`src/rtl/seven_seg_pkg.sv`:
```
// Shared definitions for the seven-segment scan decoder.
// Holds the active-low segment codes (bit 0 = A .. bit 6 = G) for digits 0-9 and blank,
// the pattern type and the acceptance state machine encoding.
package seven_seg_pkg;

  typedef logic [6:0] seg_pattern_t;

  localparam seg_pattern_t SEG_0     = 7'b1000000;
  localparam seg_pattern_t SEG_1     = 7'b1111001;
  localparam seg_pattern_t SEG_2     = 7'b0100100;
  localparam seg_pattern_t SEG_3     = 7'b0110000;
  localparam seg_pattern_t SEG_4     = 7'b0011001;
  localparam seg_pattern_t SEG_5     = 7'b0010010;
  localparam seg_pattern_t SEG_6     = 7'b0000010;
  localparam seg_pattern_t SEG_7     = 7'b1111000;
  localparam seg_pattern_t SEG_8     = 7'b0000000;
  localparam seg_pattern_t SEG_9     = 7'b0011000;
  localparam seg_pattern_t SEG_BLANK = 7'b1111111;

  typedef enum logic [1:0] {
    IDLE,
    COUNT,
    HELD
  } state_t;

endpackage

```
`src/rtl/seven_seg_scan_decoder_if.sv`:
```
// Display bus monitored by the scan decoder plus the recovered-digit results.
// master: drives the display bus (seg_n, an_n) and observes the results.
// slave : the decoder; reads the display bus and drives digits/dp/valid/err_*/frame_done.
interface seven_seg_scan_decoder_if #(
  parameter int unsigned NUM_DIGITS = 4
);
  logic [7:0]              seg_n;
  logic [NUM_DIGITS-1:0]   an_n;
  logic [4*NUM_DIGITS-1:0] digits;
  logic [NUM_DIGITS-1:0]   dp;
  logic [NUM_DIGITS-1:0]   valid;
  logic                    err_pulse;
  logic [2:0]              err_digit;
  logic                    frame_done;

  modport master (
    output seg_n, an_n,
    input  digits, dp, valid, err_pulse, err_digit, frame_done
  );

  modport slave (
    input  seg_n, an_n,
    output digits, dp, valid, err_pulse, err_digit, frame_done
  );
endinterface

```
`src/rtl/seven_seg_pattern_decode.sv`:
```
// Combinational inverse of the BCD-to-seven-segment encoder.
// Ports: i_pattern (segments G..A, active-low) -> o_value (0-9, 4'hF otherwise),
//        o_legal (pattern is a digit 0-9), o_blank (all segments off).
module seven_seg_pattern_decode
  import seven_seg_pkg::*;
(
  input  seg_pattern_t i_pattern,
  output logic [3:0]   o_value,
  output logic         o_legal,
  output logic         o_blank
);

  always_comb begin
    o_value = 4'hF;
    o_legal = 1'b1;
    o_blank = 1'b0;
    case (i_pattern)
      SEG_0:     o_value = 4'd0;
      SEG_1:     o_value = 4'd1;
      SEG_2:     o_value = 4'd2;
      SEG_3:     o_value = 4'd3;
      SEG_4:     o_value = 4'd4;
      SEG_5:     o_value = 4'd5;
      SEG_6:     o_value = 4'd6;
      SEG_7:     o_value = 4'd7;
      SEG_8:     o_value = 4'd8;
      SEG_9:     o_value = 4'd9;
      SEG_BLANK: begin
        o_legal = 1'b0;
        o_blank = 1'b1;
      end
      default:   o_legal = 1'b0;
    endcase
  end

endmodule

```
`src/rtl/seven_seg_scan_decoder.sv`:
```
// Recovers the digits shown on a time-multiplexed active-low seven-segment display.
// A {an_n, seg_n} sample must be stable for STABLE_CYCLES+1 edges with exactly one anode
// low before it is committed to that digit's storage.
// Ports: clk, reset (async, active-high); bus (slave): seg_n/an_n in,
//        digits/dp/valid/err_pulse/err_digit/frame_done out.
module seven_seg_scan_decoder
  import seven_seg_pkg::*;
#(
  parameter int unsigned NUM_DIGITS    = 4,
  parameter int unsigned STABLE_CYCLES = 8
) (
  input logic                     clk,
  input logic                     reset,
  seven_seg_scan_decoder_if.slave bus
);

  localparam int unsigned SAMPLE_W = NUM_DIGITS + 8;
  localparam int unsigned CNT_W    = (STABLE_CYCLES > 2) ? $clog2(STABLE_CYCLES) : 1;
  localparam logic [CNT_W-1:0] CNT_MAX = CNT_W'(STABLE_CYCLES - 1);

  // True when exactly one anode enable is low.
  function automatic logic one_low(input logic [NUM_DIGITS-1:0] an);
    int unsigned zeros;
    zeros = 0;
    for (int i = 0; i < NUM_DIGITS; i++) begin
      if (!an[i]) zeros++;
    end
    return (zeros == 1);
  endfunction

  state_t                  r_state, w_state_nxt;
  logic [SAMPLE_W-1:0]     w_sample, r_sample;
  logic [CNT_W-1:0]        r_cnt, w_cnt_nxt;
  logic [NUM_DIGITS-1:0]   w_held_an, w_sel;
  logic [7:0]              w_held_seg;
  logic                    w_match, w_new_onehot, w_commit, w_illegal_commit;
  logic [2:0]              w_idx;
  logic [3:0]              w_value;
  logic                    w_legal, w_blank;
  logic [4*NUM_DIGITS-1:0] r_digits;
  logic [NUM_DIGITS-1:0]   r_dp, r_valid, r_seen, w_seen_nxt;
  logic                    w_all_seen;
  logic                    r_err_pulse, r_frame_done;
  logic [2:0]              r_err_digit;

  assign w_sample     = {bus.an_n, bus.seg_n};
  assign w_match      = (w_sample == r_sample);
  assign w_new_onehot = one_low(bus.an_n);
  assign w_held_an    = r_sample[SAMPLE_W-1:8];
  assign w_held_seg   = r_sample[7:0];
  assign w_sel        = ~w_held_an;

  always_comb begin
    w_idx = '0;
    for (int i = 0; i < NUM_DIGITS; i++) begin
      if (w_sel[i]) w_idx = 3'(i);
    end
  end

  // On commit the held sample equals the input, so decoding the held copy is exact.
  seven_seg_pattern_decode u_decode (
    .i_pattern (w_held_seg[6:0]),
    .o_value   (w_value),
    .o_legal   (w_legal),
    .o_blank   (w_blank)
  );

  // Stability counter and acceptance FSM.
  always_comb begin
    w_state_nxt = r_state;
    w_cnt_nxt   = r_cnt;
    w_commit    = 1'b0;
    if (!w_match) begin
      w_cnt_nxt   = '0;
      w_state_nxt = w_new_onehot ? COUNT : IDLE;
    end else begin
      if (r_cnt != CNT_MAX) w_cnt_nxt = r_cnt + 1'b1;
      // COUNT is only ever entered with a one-hot-low anode field held.
      if (r_state == COUNT && r_cnt == CNT_MAX) begin
        w_commit    = 1'b1;
        w_state_nxt = HELD;
      end
    end
  end

  assign w_illegal_commit = w_commit & ~w_legal & ~w_blank;

  // A commit landing on the clearing edge seeds the fresh mask.
  assign w_all_seen = &r_seen;
  assign w_seen_nxt = (w_all_seen ? '0 : r_seen) | (w_commit ? w_sel : '0);

  // The reset sample has no anode low, so any one-hot input is seen as a change.
  always_ff @(posedge clk or posedge reset) begin
    if (reset) begin
      r_sample <= '1;
      r_cnt    <= '0;
      r_state  <= IDLE;
    end else begin
      r_sample <= w_sample;
      r_cnt    <= w_cnt_nxt;
      r_state  <= w_state_nxt;
    end
  end

  always_ff @(posedge clk or posedge reset) begin
    if (reset) begin
      r_digits <= '1;
      r_dp     <= '0;
      r_valid  <= '0;
    end else if (w_commit) begin
      for (int i = 0; i < NUM_DIGITS; i++) begin
        if (w_sel[i]) begin
          if (w_legal) begin
            r_digits[4*i +: 4] <= w_value;
            r_dp[i]            <= ~w_held_seg[7];
            r_valid[i]         <= 1'b1;
          end else if (w_blank) begin
            r_digits[4*i +: 4] <= 4'hF;
            r_dp[i]            <= ~w_held_seg[7];
            r_valid[i]         <= 1'b0;
          end else begin
            r_valid[i]         <= 1'b0;
          end
        end
      end
    end
  end

  always_ff @(posedge clk or posedge reset) begin
    if (reset) begin
      r_err_pulse  <= 1'b0;
      r_err_digit  <= '0;
      r_seen       <= '0;
      r_frame_done <= 1'b0;
    end else begin
      r_err_pulse  <= w_illegal_commit;
      if (w_illegal_commit) r_err_digit <= w_idx;
      r_seen       <= w_seen_nxt;
      r_frame_done <= w_all_seen;
    end
  end

  assign bus.digits     = r_digits;
  assign bus.dp         = r_dp;
  assign bus.valid      = r_valid;
  assign bus.err_pulse  = r_err_pulse;
  assign bus.err_digit  = r_err_digit;
  assign bus.frame_done = r_frame_done;

endmodule

```
`src/flat_wrapper.sv`:
```
// flat-port wrapper written by rule: the top's interface ports become plain ports
module seven_seg_scan_decoder_flat import seven_seg_pkg::*;
#(
  parameter int unsigned NUM_DIGITS    = 4,
  parameter int unsigned STABLE_CYCLES = 8
)
  (clk, reset, bus_seg_n, bus_an_n, bus_digits, bus_dp, bus_valid, bus_err_pulse, bus_err_digit, bus_frame_done);
  seven_seg_scan_decoder_if #(.NUM_DIGITS(NUM_DIGITS)) bus_i ();
  input logic clk;
  input logic reset;
  input wire logic [$bits(bus_i.seg_n)-1:0] bus_seg_n;
  input wire logic [$bits(bus_i.an_n)-1:0] bus_an_n;
  output wire logic [$bits(bus_i.digits)-1:0] bus_digits;
  output wire logic [$bits(bus_i.dp)-1:0] bus_dp;
  output wire logic [$bits(bus_i.valid)-1:0] bus_valid;
  output wire logic [$bits(bus_i.err_pulse)-1:0] bus_err_pulse;
  output wire logic [$bits(bus_i.err_digit)-1:0] bus_err_digit;
  output wire logic [$bits(bus_i.frame_done)-1:0] bus_frame_done;
  assign bus_i.seg_n = bus_seg_n;
  assign bus_i.an_n = bus_an_n;
  assign bus_digits = bus_i.digits;
  assign bus_dp = bus_i.dp;
  assign bus_valid = bus_i.valid;
  assign bus_err_pulse = bus_i.err_pulse;
  assign bus_err_digit = bus_i.err_digit;
  assign bus_frame_done = bus_i.frame_done;
  seven_seg_scan_decoder #(.NUM_DIGITS(NUM_DIGITS), .STABLE_CYCLES(STABLE_CYCLES)) u_core (.clk(clk), .reset(reset), .bus(bus_i));
endmodule
```
`config.mk`:
```
export PLATFORM = sky130hd
export DESIGN_NAME = seven_seg_scan_decoder_flat
export DESIGN_NICKNAME = d
export VERILOG_FILES = /design/src/rtl/seven_seg_pkg.sv /design/src/rtl/seven_seg_scan_decoder_if.sv /design/src/rtl/seven_seg_pattern_decode.sv /design/src/rtl/seven_seg_scan_decoder.sv /design/src/flat_wrapper.sv
export SDC_FILE = /design/constraint.sdc
export NUM_CORES = 1
export LEC_CHECK = 0
export CORE_MARGIN = 2
export CORE_UTILIZATION = 25
export CTS_BUF_LIST = sky130_fd_sc_hd__clkbuf_4 sky130_fd_sc_hd__clkbuf_8 sky130_fd_sc_hd__clkbuf_16
export CTS_CLUSTER_SIZE = 14
export DETAILED_ROUTE_END_ITERATION = 12
export SYNTH_ARGS = -nofsm -noshare
export SYNTH_HDL_FRONTEND = slang
export SYNTH_SLANG_ARGS = --single-unit
```
`constraint.sdc`:
```
create_clock -name clk -period 5.2 [get_ports clk]
set_clock_uncertainty 0.15 [all_clocks]
set_input_delay 1.04 -clock clk [delete_from_list [all_inputs] [get_ports clk]]
set_output_delay 1.04 -clock clk [all_outputs]
set_load 0.005 [all_outputs]
```
# Yosys cells after proc, flatten, opt, wreduce, memory -nomap -nowiden
# Cells that the tools add are included.
# W data, S select, Z words.
op_classes:
  addsub: 4
  eq_ne: 17
  muxes: 24
  bitwise: 7
  n_reduce_logical: 13
ops:
  columns: ["operator", "count"]
  rows:
  - ["$mux W32", 3]
  - ["$add A32 B1 Y32 const B", 2]
  - ["$pmux W4 S10", 1]
  - ["$eq A32 B1 Y1 const B", 1]
  - ["$eq A7 B7 Y1 const B", 4]
  - ["$eq A7 B5 Y1 const B", 3]
  - ["$mux W4", 4]
  - ["$eq A7 B6 Y1 const B", 2]
  - ["$eq A12 B12 Y1", 1]
  - ["$reduce_and A3 Y1", 4]
  - ["$mux W1", 10]
  - ["$reduce_or A10 Y1", 1]
  - ["$mux W2", 4]
  - ["$reduce_and A2 Y1", 4]
  - ["$eq A7 B2 Y1 const B", 1]
  - ["$logic_not A7 Y1", 1]
  - ["$mux W3", 2]
  - ["$ne A2 B2 Y1 const B", 2]
  - ["$not A4 Y4", 1]
  - ["$or A4 B4 Y4", 1]
  - ["$reduce_and A4 Y1", 1]
  - ["$add A3 B1 Y3 const B", 1]
  - ["$eq A3 B3 Y1 const B", 1]
  - ["$ne A3 B3 Y1 const B", 1]
  - ["6 further kinds", 9]
totals:
  regBits: 50
  in_bits: 14
  elab_cells: 84

# Logic depth before layout (Yosys ltp)
# Gate-level depths: netlist (run 1).
depth:
  word_depth: 10
  mapped_depth: 9
  depth_no_buf: 9

# Cells and area by module
# Synthesis (run 1) repeated with hierarchy kept, for this count alone.
hier_totals:
  hier_cells: 221
  hier_area_um2: 2449.8
modules_own_cells:
  columns: ["module", "n_inst", "cells_each", "area_each_um2", "seq_area_each_um2"]
  rows:
  - ["seven_seg_scan_decoder", 1, 176, 2134.5, 1261.2]
  - ["seven_seg_pattern_decode", 1, 45, 315.3, 0.0]

# Worst setup path after synthesis (run 1)
# No wires, ideal clock.
synth_path:
  path_kind: "input to register"
  start: "in bus_seg_n[6]"
  end: "reg u_core.r_digits[0] (netlist: u_core.bus.digits[0])"
  setup_time_ns: 0.082
  arrival_ns: 2.534
  t_required_ns: 4.968
  slack_ns: 2.434
  cell_stages: 5
  n_path_buf: 0
  cell_sequence: "xor2_1 > nor4_2 > nand3_2 > a2111oi_4 > mux2_4"
synth_between:
  elab_chain_len: 3
synth_lines:
  columns: ["item", "line_no", "text"]
  rows:
  - ["start, declared", "flat_wrapper.sv:11", "input wire logic [$bits(bus_i.seg_n)-1:0] bus_seg_n;"]
  - ["$eq A12 B12 Y1", "seven_seg_scan_decoder.sv:47", "assign w_match = (w_sample == r_sample);"]
  - ["$mux W1", "seven_seg_scan_decoder.sv:73", "if (!w_match) begin"]
  - ["$reduce_and A3 Y1 (no source line)", null, null]
  - ["end signal, assigned by index", "seven_seg_scan_decoder.sv:114", "r_digits[4*i +: 4] <= w_value;"]
  - ["end, declared", "seven_seg_scan_decoder.sv:40", "logic [4*NUM_DIGITS-1:0] r_digits;"]
# Every way passes these cells.
# A chain may end at the register's enable or synchronous reset.

# Worst setup path in the final report (run 1)
layout_path:
  start: "in bus_an_n[2]"
  end: "reg u_core.r_digits[8] (netlist: u_core.bus.digits[8])"
layout_between:
  elab_chain_len: 3
layout_lines:
  columns: ["item", "line_no", "text"]
  rows:
  - ["start, declared", "flat_wrapper.sv:12", "input wire logic [$bits(bus_i.an_n)-1:0] bus_an_n;"]
  - ["$eq A12 B12 Y1", "seven_seg_scan_decoder.sv:47", null]
  - ["$mux W1", "seven_seg_scan_decoder.sv:73", null]
  - ["$reduce_and A3 Y1 (no source line)", null, null]
# Every way passes these cells.

==> results of run 1 <==
==> critical path, stage by stage <==
cell and delay (ps):
clkdlybuf4s50_1 530, xor2_1 200, nor4_2 360, nand3_2 300, a2111oi_4 560, mux2_4 340
==> cells by family (layout without fill, tap and decap cells) <==
family	after synthesis	in the layout	share of synthesized area, %
AND/OR/NAND/NOR	48	48	11.72
buffers and inverters	26	68	5.656
AO/OA/AOI/OAI	35	35	13.84
adder cells (fa/ha/maj)	5	5	2.525
XOR/XNOR	18	18	6.364
other	1	1	0.1514
multiplexers	19	19	8.839
flip-flops	49	49	50.91
==> final cells by class <==
| cell class | count | area [um2] |
|---|---|---|
| Inverter | 19 | 71.32 |
| Fill cell | 986 | 6605 |
| Timing Repair Buffer | 41 | 410.4 |
| Sequential cell | 49 | 1261 |
| Multi-Input combinational cell | 126 | 1076 |
| Clock inverter | 3 | 25.02 |
| Clock buffer | 5 | 68.82 |
| Tap cell | 133 | 166.4 |
==> per-layer routing <==
layer / vias up / global-route usage (%) / part of all wire (%)
met5: - / 0 / 0
met4: 0 / 2.317 / 0.92
met3: 7 / 2.391 / 3.8
met2: 31 / 18.16 / 50
met1: 785 / 12.45 / 45
li1: 788 / - / -
==> registers in the layout (all words and copies together) (netlist names), 2 cells and up <==
register	count
u_core.bus.digits	16
u_core.bus.dp	4
u_core.bus.err_digit	2
u_core.bus.valid	4
u_core.r_cnt	3
u_core.r_sample	12
u_core.r_seen	4
u_core.r_state	2
==> power by group through the flow <==
stage               combinational, W  clock (W)  sequential, W
floorplan                  0.0000499          0       0.000403
global placement           0.0000611          0       0.000411
detailed placement         0.0000625          0       0.000411
CTS                        0.0000628   0.000245       0.000405
global route               0.0000693   0.000259       0.000407
finish                     0.0000612   0.000234       0.000405
==> metrics by stage <==
stage	instances	hold WS [ps]	utilization, %	instance area (um2)
2_1_floorplan	201	299.4	-	2477
3_5_place_dp	368	310.2	30.83	2985
4_1_cts	376	331.8	31.80	3079
6_report	376	325.7	31.80	3079
3_3_place_gp	368	310.4	30.83	2985
5_1_grt	376	345.8	31.80	3079
==> Yosys cell counts (all sizes together), types with 6 or more instances <==
cell type	n	area (um2)
buf	7	68.81
nor2	14	52.55
mux2	11	138.9
inv	19	71.32
mux2i	8	80.08
dfrtp	21	525.5
nand2	8	30.03
dfstp	28	735.7
xor2	15	131.4
a21oi	6	30.03
==> final timing paths <==
| check | startpoint | to | slack [ps] |
|---|---|---|---|
| max in group asynchronous | reset | u_core.bus.valid[3] | 3150 |
| setup / recovery | bus_an_n[2] | u_core.bus.digits[8] | 1950 |
| hold / removal | u_core.bus.digits[13] | u_core.bus.digits[13] | 330 |
| hold reg to reg | u_core.bus.digits[13] | u_core.bus.digits[13] | 330 |
| min in group asynchronous | reset | u_core.bus.err_pulse | 1120 |
| setup reg to reg | u_core.r_cnt[0] | u_core.bus.valid[1] | 2610 |
==> impl_metrics.json, run 1 <==
{
  "initial_core_utilization_pct": 25.58,
  "drc": 0,
  "clkSlewWorstSetupHoldPaths_ps": 90,
  "pwr-share-comb_pct": 8.7,
  "fin_nets": 261,
  "synth_warnings": 0,
  "antenna_found_initial": 0,
  "grt_first_pass_wirelength_mm": 8.804,
  "place.port_buffers": 41,
  "globalRouteOverflowTotal": 0,
  "layout.cells.most_common": "clkdlybuf4s50_1",
  "power.share.clock_pct": 33.5,
  "areaGrowthSynthToFinish_pct": 24.29,
  "finalCriticalPeriod_ps": 3250,
  "critical_path_required_ps": 5290,
  "final-max-slew-violation-count": 0,
  "yosys_most_used_dff": "dfstp_2",
  "synth_area_per_cell_um2": 12.33,
  "via_count_of_the_first_global_routing_pass": 1730,
  "num_rows": 36,
  "clock_tree_from_tritoncts": "done",
  "wl_per_cell_um": 13.94,
  "dp_worst_setup_slack_ps": 1604,
  "p_int_w": 0.0005159,
  "worst-endpoint-arrival_ps": 3340,
  "drtPass1Iterations": 4,
  "post_cts.resized_instances": 0,
  "fmax_ghz": 0.3077,
  "drv.max_cap_violation_count": 0,
  "worst_reg2reg_path_depth": 7,
  "hold_buffers": 0,
  "layout_worst_path_cycle_share_pct": 62.49,
  "i_o_pin_count": 43,
  "syn_nets": 220,
  "routed_wirelength_mm": 5.243,
  "synth_async_sr_flop_share_pct": 100.0,
  "report.final.setup_viol": 0,
  "synthCells": 201,
  "sequential_to_total_area_share_from_yosys_stat_pct": 50.91,
  "grt_util_all_layers_pct": 10.17,
  "total_leakage_power_nw": 1.304,
  "root_buffer": "clkbuf_8",
  "drt-initial-drc-count": 59,
  "path_max_fanout": 9,
  "layout_setup_ws_ps": 1950,
  "power.switching_fraction_pct": 26.31,
  "grt_start_max_net_pins": 50,
  "worst-setup-path-type": "input pin to register",
  "insertion_delay_ps": 300,
  "holdCritPathClass": "register to register",
  "number_of_flops_mapped_to_enable_cells_by_yosys": 0,
  "vdd_drop_max_uv": 120.7,
  "die-area_um2": 10720,
  "postCtsSetupRepairBufs": 0,
  "pwr_density_cell_nw_per_um2": 227.4,
  "die_height_um": 103.5,
  "layout.cells.most_common_list": "41 x clkdlybuf4s50_1, 28 x dfstp_2, 21 x dfrtp_1",
  "netlist-cell-type-count": 45,
  "post_synth_instance_area_um2": 2477,
  "cts_made_buffers": 5,
  "rsz0062_at_grt": "no",
  "netSwitchingPower_w": 0.0001842,
  "outcome": "complete, no violations",
  "total_number_of_vias": 1611,
  "place_hpwl_mm": 3.938,
  "crit_path_end_kind": "register",
  "tritoncts_num_sinks": 49,
  "final.setup.tns_ps": 0,
  "clock_tree.buffer_depth": 2,
  "htreeDepth": 2,
  "ys_ff_latch": 49,
  "core_um2": 9684,
  "per_cell_via_count_in_the_routed_design": 4.285,
  "gpl.final_weighted_congestion": 0.7261,
  "launching_element_type_of_the_critical_path": "input pin",
  "layout-drive-gt1-share_pct": 25.93,
  "seq_power_share_pct": 57.8,
  "die_x_um": 103.5,
  "relative_slew_slack_pct": 33.10,
  "antenna_cells_inserted": 0,
  "final_antenna_net_count": 0,
  "hold_viol_final": 0,
  "worst-slew-pin-transition_ps": 1002,
  "total_power_w": 0.0007001,
  "timing.hold.worst_path_depth": 2
}
(Power assumes the default switching activity.)
==> run 2: changes to the inputs <==
Clock period 5.2 ns to 2.75 ns, I/O delays scaled along.
==> run 2 against run 1 <==
Effect of this change:
- routed wire length up 1.4%
- die area unchanged
- total power up 91%
- setup slack worse by 1700 ps
- utilization up 1.5 points
- register-to-register slack worse by 2300 ps
- global-route usage up 0.080 points
- critical endpoint unchanged
==> impl_metrics.json, run 2 (synthesized netlist as in run 1, its figures left out) <==
{
  "outcome": "complete, no violations",
  "layout.cells.most_common_list": "41 x clkdlybuf4s50_1, 28 x dfstp_2, 21 x dfrtp_1",
  "number_of_inserted_filler_cells_in_the_final_layout": 965,
  "clock_tree.buffer_depth": 2,
  "antenna_cells_inserted": 0,
  "hold_buffers": 0,
  "core_um2": 9684,
  "cts_made_buffers": 5,
  "postCtsSetupRepairBufs": 0,
  "per_cell_via_count_in_the_routed_design": 4.303,
  "die_height_um": 103.5,
  "p_int_w": 0.0009851,
  "drv.max_cap_violation_count": 0,
  "power.share.clock_pct": 33.5,
  "largest_register_ffs": 16,
  "final_antenna_net_count": 0,
  "globalRouteOverflowTotal": 0,
  "total_number_of_vias": 1691,
  "grt_start_max_net_pins": 29,
  "routed_wirelength_mm": 5.315,
  "via_count_of_the_first_global_routing_pass": 1694,
  "crit_chain": "clkdlybuf4s50_1, xor2_1, nor4_2, nand3_2, a2111oi_4, buf_4, mux2_4",
  "launching_element_type_of_the_critical_path": "input pin",
  "die_x_um": 103.5,
  "worst-endpoint-arrival_ps": 2570,
  "report.final.setup_viol": 0,
  "holdCritPathClass": "register to register",
  "layout_worst_path_cycle_share_pct": 90.24,
  "drt-initial-drc-count": 86,
  "layout.cells.most_common": "clkdlybuf4s50_1",
  "insertion_delay_ps": 310,
  "pwr-share-comb_pct": 9.4,
  "critical_path_cell_with_the_highest_stage_delay": "clkdlybuf4s50_1",
  "grt_first_pass_wirelength_mm": 8.763,
  "areaGrowthSynthToFinish_pct": 30.00,
  "fin_nets": 278,
  "whs_ps": 325.4,
  "power.switching_fraction_pct": 26.51,
  "final-max-slew-violation-count": 0,
  "critical_path_buf_inv_count": 2,
  "timing.critical_path.max_delay_family": "buffers and inverters",
  "critical_path_required_ps": 2840,
  "initial_core_utilization_pct": 25.58,
  "tritoncts_num_sinks": 49,
  "drtPass1Iterations": 4,
  "gpl.final_weighted_congestion": 0.7347,
  "final_core_util_pct": 33.26,
  "die-area_um2": 10720,
  "place_hpwl_mm": 4.105,
  "hold_viol_final": 0,
  "netSwitchingPower_w": 0.0003554,
  "rsz0062_at_grt": "no",
  "wl_per_cell_um": 13.52,
  "placed_cells_incl_taps": 385,
  "fmax_ghz": 0.4030,
  "pwr_density_cell_nw_per_um2": 416.2,
  "crit_path_end_kind": "register",
  "place.port_buffers": 41,
  "htreeDepth": 2,
  "grt_util_all_layers_pct": 10.25,
  "worst-setup-path-type": "input pin to register",
  "path_max_fanout": 4,
  "finalCriticalPeriod_ps": 2482,
  "clock_tree_from_tritoncts": "done",
  "antenna_found_initial": 0,
  "instances_no_fill": 393,
  "vdd_drop_max_uv": 207.6,
  "i_o_pin_count": 43,
  "clkSlewWorstSetupHoldPaths_ps": 100,
  "timing.critical_path.slowest_cell_delay_ps": 440,
  "drc": 0,
  "total_leakage_power_nw": 1.390,
  "root_buffer": "clkbuf_8",
  "seq_power_share_pct": 57.1,
  "post_cts.resized_instances": 0,
  "layout-drive-gt1-share_pct": 30.77,
  "num_rows": 36
}
[run 2: cell types whose count changed in the layout (fill, tap and decap cells not counted), sizes merged]
cell,change
clkinvlp,+1
clkinv,-1
buf,+17
[run 2: layout make-up]
cell class / instances / area (um2) / area share [%]
clock inverter: 3 / 26.28 / 0.8159
inverter: 19 / 71.32 / 2.214
timing repair buffer: 58 / 550.5 / 17.09
sequential: 49 / 1261 / 39.16
tap: 133 / 166.4 / 5.167
multi-input combinational: 126 / 1076 / 33.41
clock buffer: 5 / 68.82 / 2.137
[run 2: power groups by stage]
| stage | clock [W] | sequential (W) | combinational, W |
|---|---|---|---|
| floorplan | 0 | 0.000762 | 0.0000944 |
| global placement | 0 | 0.000777 | 0.000126 |
| detailed placement | 0 | 0.000777 | 0.000127 |
| CTS | 0.000468 | 0.000765 | 0.000128 |
| global route | 0.000502 | 0.000768 | 0.000141 |
| finish | 0.000450 | 0.000765 | 0.000126 |
[run 2: worst min-delay path, delay by kind of cell, from the launching register on]
kind                   cells  cell delay (ps)
DFF                        1              380
muxes                      1               50
buffers and inverters      1               40
[run 2: path summary, 6_finish.rpt]
path | startpoint | to | slack [ps] | depth (start not counted)
setup / recovery | bus_seg_n[6] | u_core.bus.digits[8] | 270 | 7
hold / removal | u_core.bus.digits[10] | u_core.bus.digits[10] | 330 | 2
setup reg to reg | u_core.r_sample[4] | u_core.bus.digits[8] | 340 | 6
hold reg to reg | u_core.bus.digits[10] | u_core.bus.digits[10] | 330 | 2
max in group asynchronous | reset | u_core.bus.digits[13] | 1440 | 3
min in group asynchronous | reset | u_core.bus.err_pulse | 430 | 2
[run 2: routing by layer]
layer	track usage [%]	share of wire (%)	up-vias
met5	0	0	-
met4	3.475	1.4	0
met3	2.895	5.2	5
met2	17.41	49	38
met1	12.52	44	824
li1	-	-	824
[run 2: through the flow]
| step | setup slack [ps] | power [W] | setup TNS, ps | instance area [um2] |
|---|---|---|---|---|
| 4_1_cts | 240.5 | 0.001360 | 0 | 3221 |
| 2_1_floorplan | 453.6 | 0.0008562 | 0 | 2477 |
| 5_1_grt | 128.9 | 0.001411 | 0 | 3221 |
| 3_3_place_gp | -64.17 | 0.0009032 | -209.0 | 3126 |
| 6_report | 268.5 | 0.001341 | 0 | 3221 |
| 3_5_place_dp | -87.78 | 0.0009044 | -315.8 | 3126 |
